## src/rtl/module_input_debounce_pkg.sv

```systemverilog
// Shared constants and helpers for the Gray-code switch input path.
// Provides the default debounce length and a bit-count helper.
package pkg_deco_gray;

  localparam int unsigned CLK_FREQ_HZ   = 32'd27000000;
  localparam int unsigned DEBOUNCE_MS   = 32'd10;
  localparam int unsigned STABLE_CYCLES = (CLK_FREQ_HZ / 32'd1000) * DEBOUNCE_MS;

  // Switch vectors up to POP_MAX_W bits wide are zero-extended before counting.
  localparam int unsigned POP_MAX_W = 32'd32;

  function automatic logic [5:0] popcount(input logic [POP_MAX_W-1:0] vec);
    logic [5:0] ones;
    ones = 6'd0;
    for (int i = 0; i < POP_MAX_W; i++) begin
      ones = ones + {5'd0, vec[i]};
    end
    return ones;
  endfunction

endpackage

```

## src/rtl/module_sync_2ff.sv

```systemverilog
// Two-flop synchroniser for asynchronous inputs.
// Synchronous active-high reset clears both stages.
module module_sync_2ff #(
  parameter int unsigned WIDTH = 4
) (
  input  logic             clk_i,
  input  logic             rst_i,
  input  logic [WIDTH-1:0] d_i,
  output logic [WIDTH-1:0] q_o
);

  logic [WIDTH-1:0] sync1_r;
  logic [WIDTH-1:0] sync2_r;

  // Metastability chain: the second flop samples the first directly.
  always_ff @(posedge clk_i) begin
    if (rst_i) begin
      sync1_r <= {WIDTH{1'b0}};
      sync2_r <= {WIDTH{1'b0}};
    end else begin
      sync1_r <= d_i;
      sync2_r <= sync1_r;
    end
  end

  assign q_o = sync2_r;

endmodule

```

## src/rtl/module_input_debounce.sv

```systemverilog
// Synchronises and debounces the raw Gray switch vector as one unit, strobing
// each accepted update and counting updates that change more than one bit.
module module_input_debounce
  import pkg_deco_gray::*;
#(
  parameter int unsigned WIDTH         = 4,
  parameter int unsigned STABLE_CYCLES = pkg_deco_gray::STABLE_CYCLES,
  parameter int unsigned ERR_CNT_W     = 8
) (
  input  logic                 clk_i,
  input  logic                 rst_i,
  input  logic [WIDTH-1:0]     raw_i,
  output logic [WIDTH-1:0]     data_o,
  output logic                 valid_o,
  output logic                 multibit_o,
  output logic                 stable_o,
  output logic [ERR_CNT_W-1:0] err_cnt_o
);

  localparam int unsigned CNT_W = (STABLE_CYCLES > 32'd1) ? $clog2(STABLE_CYCLES) : 32'd1;
  localparam logic [CNT_W-1:0] CNT_MAX = CNT_W'(STABLE_CYCLES - 32'd1);

  logic [WIDTH-1:0] sq_s;
  logic [WIDTH-1:0] cand_r;
  logic [CNT_W-1:0] cnt_r;
  logic             multi_s;
  logic             err_sat_s;

  module_sync_2ff #(
    .WIDTH (WIDTH)
  ) u_sync (
    .clk_i (clk_i),
    .rst_i (rst_i),
    .d_i   (raw_i),
    .q_o   (sq_s)
  );

  // Classify the pending update against the currently published value.
  always_comb begin
    multi_s   = 1'b0;
    err_sat_s = &err_cnt_o;
    if (popcount(POP_MAX_W'(cand_r ^ data_o)) > 6'd1) begin
      multi_s = 1'b1;
    end else begin
      multi_s = 1'b0;
    end
  end

  // Any change of the synchronised vector restarts the count; a full count publishes it.
  always_ff @(posedge clk_i) begin
    if (rst_i) begin
      cand_r     <= {WIDTH{1'b0}};
      cnt_r      <= {CNT_W{1'b0}};
      data_o     <= {WIDTH{1'b0}};
      valid_o    <= 1'b0;
      multibit_o <= 1'b0;
      stable_o   <= 1'b0;
      err_cnt_o  <= {ERR_CNT_W{1'b0}};
    end else begin
      valid_o    <= 1'b0;
      multibit_o <= 1'b0;
      if (sq_s != cand_r) begin
        cand_r   <= sq_s;
        cnt_r    <= {CNT_W{1'b0}};
        stable_o <= 1'b0;
      end else if (cnt_r < CNT_MAX) begin
        cnt_r <= cnt_r + CNT_W'(1);
      end else begin
        stable_o <= 1'b1;
        // Settling back on the published value is not a new update.
        if (cand_r != data_o) begin
          data_o     <= cand_r;
          valid_o    <= 1'b1;
          multibit_o <= multi_s;
          if (multi_s && !err_sat_s) begin
            err_cnt_o <= err_cnt_o + ERR_CNT_W'(1);
          end
        end
      end
    end
  end

endmodule
```

## config.mk

```make
export PLATFORM = sky130hd
export DESIGN_NAME = module_input_debounce
export DESIGN_NICKNAME = d
export VERILOG_FILES = /design/src/rtl/module_input_debounce_pkg.sv /design/src/rtl/module_sync_2ff.sv /design/src/rtl/module_input_debounce.sv
export SDC_FILE = /design/constraint.sdc
export NUM_CORES = 1
export LEC_CHECK = 0
export ABC_CLOCK_PERIOD_IN_PS = 2200
export CAP_MARGIN = 25
export CORE_AREA = 2 2 66 68
export CTS_CLUSTER_SIZE = 12
export DETAILED_ROUTE_END_ITERATION = 6
export DIE_AREA = 0 0 68 70
export DONT_BUFFER_PORTS = 1
export GPL_TIMING_DRIVEN = 0
export MAX_ROUTING_LAYER = met4
export PLACE_DENSITY = 0.82
export SLEW_MARGIN = 10
export SYNTH_ARGS = -nofsm -noshare
export SYNTH_HDL_FRONTEND = slang
export SYNTH_SLANG_ARGS = --single-unit
```

## constraint.sdc

```tcl
create_clock -name clk_i -period 2.2 [get_ports clk_i]
set_input_delay 0.22 -clock clk_i [delete_from_list [all_inputs] [get_ports clk_i]]
set_output_delay 0.22 -clock clk_i [all_outputs]
set_load 0.02 [all_outputs]
```

# Yosys cells after proc, flatten, opt, wreduce, memory -nomap -nowiden
# Index checks and enable logic that the tools add are counted.
dict set report word_totals {
  register_bits 46
  input_bits 6
  out_inout_bits 15
  wordCells 60
}
dict set report classes {
  addsub 33
  n_lt_le_gt_ge 2
  eq_ne 2
  muxes 2
  bitwise 4
  reduce_logical 8
}
# operator n
set ops {}
lappend ops {{$add 6x1->6 const B} 26}
lappend ops {{$add 19x1->19 const B} 1}
lappend ops {{$lt 19x19->1 const B} 1}
lappend ops {{$add 8x1->8 const B} 1}
lappend ops {{$ne 4x4->1} 2}
lappend ops {{$reduce_and 8->1} 1}
lappend ops {{$add 5x1->6 const B} 1}
lappend ops {{$gt 6x1->1 const B} 1}
lappend ops {{$add 4x1->5 const B} 1}
lappend ops {{$add 3x1->4} 1}
lappend ops {{$reduce_and 4->1} 1}
lappend ops {{$reduce_or 4->1} 1}
lappend ops {{$xor 4x4->4} 1}
lappend ops {{$add 2x1->3} 1}
lappend ops {{$not 1->1} 3}
lappend ops {{$reduce_and 3->1} 1}
lappend ops {{$reduce_or 3->1} 1}
lappend ops {{$add 1x1->2} 1}
lappend ops {{$mux 1} 2}
lappend ops {{$reduce_or 2->1} 1}
lappend ops {{$logic_and 1x1->1} 1}
lappend ops {{$logic_not 1->1} 1}

# Longest topological paths before layout
dict set report depth {
  ltp_word 36
  mapped_depth 8
  mapped_depth_nobuf 6
}

# Hierarchy
# Synthesis repeated with hierarchy kept, for this count alone.
dict set report unflattened {
  hier_cells 237
  area_unflattened_um2 2135.8
}
# module n_inst cells_per_inst area_each_um2
set by_module_without_submodules {}
lappend by_module_without_submodules {module_input_debounce 1 221 1925.6}
lappend by_module_without_submodules {module_sync_2ff 1 16 210.2}

# Worst setup path before layout
# Ideal clock, no wire load.
dict set report synth_timing {
  path_type {reg2reg}
  start {reg data_o[1]}
  end {reg err_cnt_o[6]}
  arrival_ps 2185
  path_slack_ps -106
  path_stages_with_launch 7
  path_cell_list {dfxtp_1 > xnor2_1 > fa_1 > o21ai_0 > nand4b_1 > nor4_1 > mux2_2}
}
dict set report synth_via {
  elab_chain_len 36
  elab_cells_between_ends 37
}
# element line
set synth_rtl {}
lappend synth_rtl {{start, declared} module_input_debounce.sv:13} ;# output logic [WIDTH-1:0] data_o,
lappend synth_rtl {{start signal, assigned} module_input_debounce.sv:54} ;# data_o <= {WIDTH{1'b0}};
lappend synth_rtl {{start signal, assigned} module_input_debounce.sv:72} ;# data_o <= cand_r;
lappend synth_rtl {{$xor 4x4->4} module_input_debounce.sv:42} ;# if (popcount(POP_MAX_W'(cand_r ^ data_o)) > 6'd1) begin
lappend synth_rtl {{$add 1x1->2} module_input_debounce_pkg.sv:16} ;# ones = ones + {5'd0, vec[i]};
lappend synth_rtl {{$add 2x1->3} module_input_debounce_pkg.sv:16}
lappend synth_rtl {{$add 3x1->4} module_input_debounce_pkg.sv:16}
lappend synth_rtl {{$add 4x1->5} module_input_debounce_pkg.sv:16}
lappend synth_rtl {{$add 5x1->6} module_input_debounce_pkg.sv:16}
lappend synth_rtl {{$add 6x1->6 (26 in a row)} module_input_debounce_pkg.sv:16}
lappend synth_rtl {{$gt 6x1->1} module_input_debounce.sv:42}
lappend synth_rtl {{$mux 1} module_input_debounce.sv:42}
lappend synth_rtl {{$logic_and 1x1->1} module_input_debounce.sv:75} ;# if (multi_s && !err_sat_s) begin
lappend synth_rtl {{$reduce_and 4->1 (no source line) *} --}
lappend synth_rtl {{end signal, assigned} module_input_debounce.sv:58} ;# err_cnt_o <= {ERR_CNT_W{1'b0}};
lappend synth_rtl {{end signal, assigned} module_input_debounce.sv:76} ;# err_cnt_o <= err_cnt_o + ERR_CNT_W'(1);
lappend synth_rtl {{end, declared} module_input_debounce.sv:17} ;# output logic [ERR_CNT_W-1:0] err_cnt_o
# Mark *: on every way between the ends. The rest lies on a longest branch, timed or not.
# A chain may end at the register's enable or synchronous reset.

# Worst setup path in the final report
dict set report layout_timing {
  start {reg data_o[1]}
  end {reg err_cnt_o[2]}
}
# The elaborated chain is that of the path after synthesis.

==> metrics.md <==
| Metric | Value |
|---|---|
| Area leader, netlist | `dfxtp_1` |
| Dpl cell area | `2250 um2` |
| Post-synthesis sequential area ratio | `roughly 43%` |
| Leakage | `0.788 nW` |
| Tot GR Track Use | `19.8%` |
| Setup Viol. Count Final | `5` |
| Sw frac | `a little over a fifth` |
| CP Buf/Inv Count | `1` |
| Yosys warnings | `0` |
| FF-to-FF setup slack | `-0.11 ns` |
| Clock Path Buffers | `2` |
| Setup TNS | `-0.360 ns` |
| Reg clk slew, reported paths | `roughly 0.090 ns` |
| WL final | `about 4300 um` |
| Final period util | `105%` |
| Net Count, Synth | `~240` |
| Height of the die | `approximately 70 um` |
| Worst r2r path cells | `7` |
| Worst slew margin | `about 64%` |
| Final WS setup | `-0.111 ns` |
| Part of the power in registers | `a little under three fifths` |
| Slew Limit Fails | `0` |
| Hold-fix buffers, CTS | `0` |
| Status | `finished with violations` |
| Comb pwr share | `under 10%` |
| Layout cells sized above 1 | `between 10% and 20%` |
| DP HPWL | `approximately 2900 um` |
| Critical path required time | `~2.4 ns` |
| Most frequent cells in the layout | `dfxtp_1, nor2b_1, a21oi_1` |
| Core area | `4140 um2` |
| TritonCTS Sinks | `46` |
| Pwr Total | `between 1.5 and 2 mW` |
| Die area | `around 4800 um2` |
| Pwr dens | `around 630 nW/um2` |
| Post-synth EDFFs | `0` |
| Maximum VDD drop | `~0.48 mV` |
| Async S/R FF share, synth | `0%` |
| Drt first pass iters | `4` |
| Clock share of power | `40.6%` |
| Peak Freq | `between 400 and 500 MHz` |
| Worst hold path class | `in -> reg` |
| Cell Chain, Critical Path | `xnor2_2 -> fa_1 -> o21ai_2 -> nand4b_1 -> buf_4 -> o31a_1 -> o21ba_2` |
| Via density | `roughly 5.8` |
| Nets | `249` |
| Reg-to-reg endpoint | `err_cnt_o[2]$_SDFFE_PP0P_` |
| Die width | `68 um` |
| Initial antenna violation count | `0` |
| Max Cap Violations | `0` |
| Vias in the first global route | `about 1600` |
| Worst slack at placement | `-0.325 ns` |
| Gpl congestion | `about 0.83` |
| Ant diodes | `0` |
| Initial Util | `a little over half` |
| Mapped Area | `2160 um2` |
| Launching point of the worst reg2reg path | `data_o[1]$_SDFFE_PP0P_` |
| Worst-Margin Slew | `between 0.5 and 0.6 ns` |
| Initial DRC count | `110` |
| Syn Area/Cell | `between 9 and 10 um2` |
| #FFs+latches synth | `46` |
| PortBufs | `0` |
| TritonCTS clock tree | `yes` |
| Row cnt | `24` |
| Internal power | `between 1 and 1.5 mW` |
| Top Ports | `21` |
| DRC Markers | `0` |
| Failing checks | `setup timing` |
| Worst Setup Path Type | `reg -> reg` |
| Final Hold Viols | `0` |
| Min cycle time layout | `about 2.3 ns` |
| Cell variety after synth | `47` |
| Routed len/inst | `between 10 and 15 um` |
| Fillers | `roughly 350` |
| Critical path arrival | `approximately 2.5 ns` |
| RSZ-0062 raised after global routing | `yes` |
| NetSw | `between 0.3 and 0.4 mW` |
| ANT nets after route | `0` |
| Critical path's slowest cell | `fa_1` |
| CP Capture Type | `flip-flop` |
| Post-placement cell count | `279` |
| Worst setup SP type | `flip-flop` |
| First-pass GRT wire length | `between 7000 and 8000 um` |
| Root Driver | `clkbuf_8` |
| Top cells by area, synth | `dfxtp_1, nor2b_1, xnor2_1` |
| Clock Latency Late Sink | `~0.3 ns` |
| Mapped Cells | `between 200 and 250` |
| Crit path max-delay family | `compound AO/OA/AOI/OAI gates` |
| CTS Buf Count | `5` |
| CP startpoint | `data_o[1]$_SDFFE_PP0P_` |
| Largest net degree at the start of global routing | `16` |
| Total stage count of the critical path | `7` |
| Total grt overflow | `0` |
| CTS HTree Levels | `2` |
| Critical path peak fanout | `4` |
| Area Overhead vs Synth | `13.7%` |
| Design Area, Final | `2460 um2` |
| Area share of the largest cell type after synthesis | `42.6%` |
| Slowest stage delay, CP | `approximately 0.47 ns` |
| Clock skew | `about 0.0066 ns` |
| Top_reg_cell synth | `dfxtp_1` |
| Commonest non-fill, non-tap cell in the layout | `dfxtp_1` |
| DR vias | `1702` |
| Fin cells | `just under 300` |
| CP Capture Point | `err_cnt_o[2]$_SDFFE_PP0P_` |
power by group through the flow:
stage / combinational (mW) / sequential (mW) / clock (mW)
floorplan: 0.0500 / 0.870 / 0
global placement: 0.0611 / 0.871 / 0
detailed placement: 0.0630 / 0.872 / 0
CTS: 0.0641 / 0.851 / 0.648
global route: 0.0742 / 0.852 / 0.679
finish: 0.0682 / 0.850 / 0.628
sequential cells by signal, indices dropped and copies added (netlist names):
| register | cells |
|---|---|
| cand_r | 4 |
| cnt_r | 19 |
| data_o | 4 |
| err_cnt_o | 8 |
| multibit_o | 1 |
| stable_o | 1 |
| u_sync.q_o | 4 |
| u_sync.sync1_r | 4 |
| valid_o | 1 |
layout make-up:
class	count	area (um2)	area share (%)
clock buffer	5	68.8	2.80
tap	52	65.1	2.65
multi-input combinational	168	1230	50.0
clock inverter	3	45.0	1.83
buffer	10	68.8	2.80
inverter	3	11.3	0.458
timing repair buffer	5	37.5	1.53
sequential	46	932	37.9
metal layers:
| metal | global-route usage [%] | vias up | wire length [um] |
|---|---|---|---|
| met2 | 31.1 | 44 | 2230 |
| li1 | - | 850 | - |
| met3 | 6.44 | 0 | 208 |
| met1 | 24.0 | 808 | 1880 |
| met5 | - | - | 0 |
| met4 | 6.00 | 0 | 0 |
cells in the mapped netlist, types with 2 or more instances:
cell type and instances:
or3_1 11, or4_1 6, buf_4 2, nor4_1 2, o21a_1 2, nand3_1 8
mux2i_1 4, buf_6 3, o21ai_4 2, dfxtp_1 46, ha_1 3, nand2_1 12
nand4_1 6, and3_1 4, mux2_2 2, nand4b_1 2, a21oi_1 15, nor2_1 11
o211ai_1 4, o31ai_1 3, clkbuf_1 4, o21ai_0 13, inv_1 3, or2_2 2
nor2b_1 16, xnor2_1 9, nand2b_1 8, xor2_1 3, and4_1 3
metrics by stage:
step                      hold slack [ns]  utilization [%]
after floorplan                     0.348                -
after global placement              0.351             54.2
after detailed placement            0.356             54.2
after CTS                          0.0286             57.6
after global routing               0.0281             59.3
final                              0.0400             59.3
how the worst min path moves through the flow:
stage,slack (ns),from,endpoint,cells after the start
2_1_floorplan,0.35,raw_i[0],u_sync.sync1_r[0]$_SDFF_PP0_,1
3_3_place_gp,0.35,raw_i[3],u_sync.sync1_r[3]$_SDFF_PP0_,1
3_5_place_dp,0.36,raw_i[0],u_sync.sync1_r[0]$_SDFF_PP0_,1
4_1_cts,0.03,raw_i[0],u_sync.sync1_r[0]$_SDFF_PP0_,1
5_1_grt,0.03,raw_i[2],u_sync.sync1_r[2]$_SDFF_PP0_,1
6_report,0.04,raw_i[0],u_sync.sync1_r[0]$_SDFF_PP0_,1
cells by family after synthesis:
group	count (synthesis)	share of synthesized area (%)
and+or+nand+nor	96	26.3
AOI/OAI and AO/OA	50	17.0
DFF	46	42.6
buffers and inverters	13	3.70
xor gates and xnor gates	12	4.86
muxes	6	2.89
adders and majority gates	4	2.66
repair_timing:
action / 4_1_cts / 5_1_grt
hold endpoints to repair: 0 / 0
endpoints found under the setup margin: 6 / 7
setup buffers: 2 / 3
pin swaps: 3 / 6
resized for setup: 3 / 9
(Power assumes the default switching activity.)
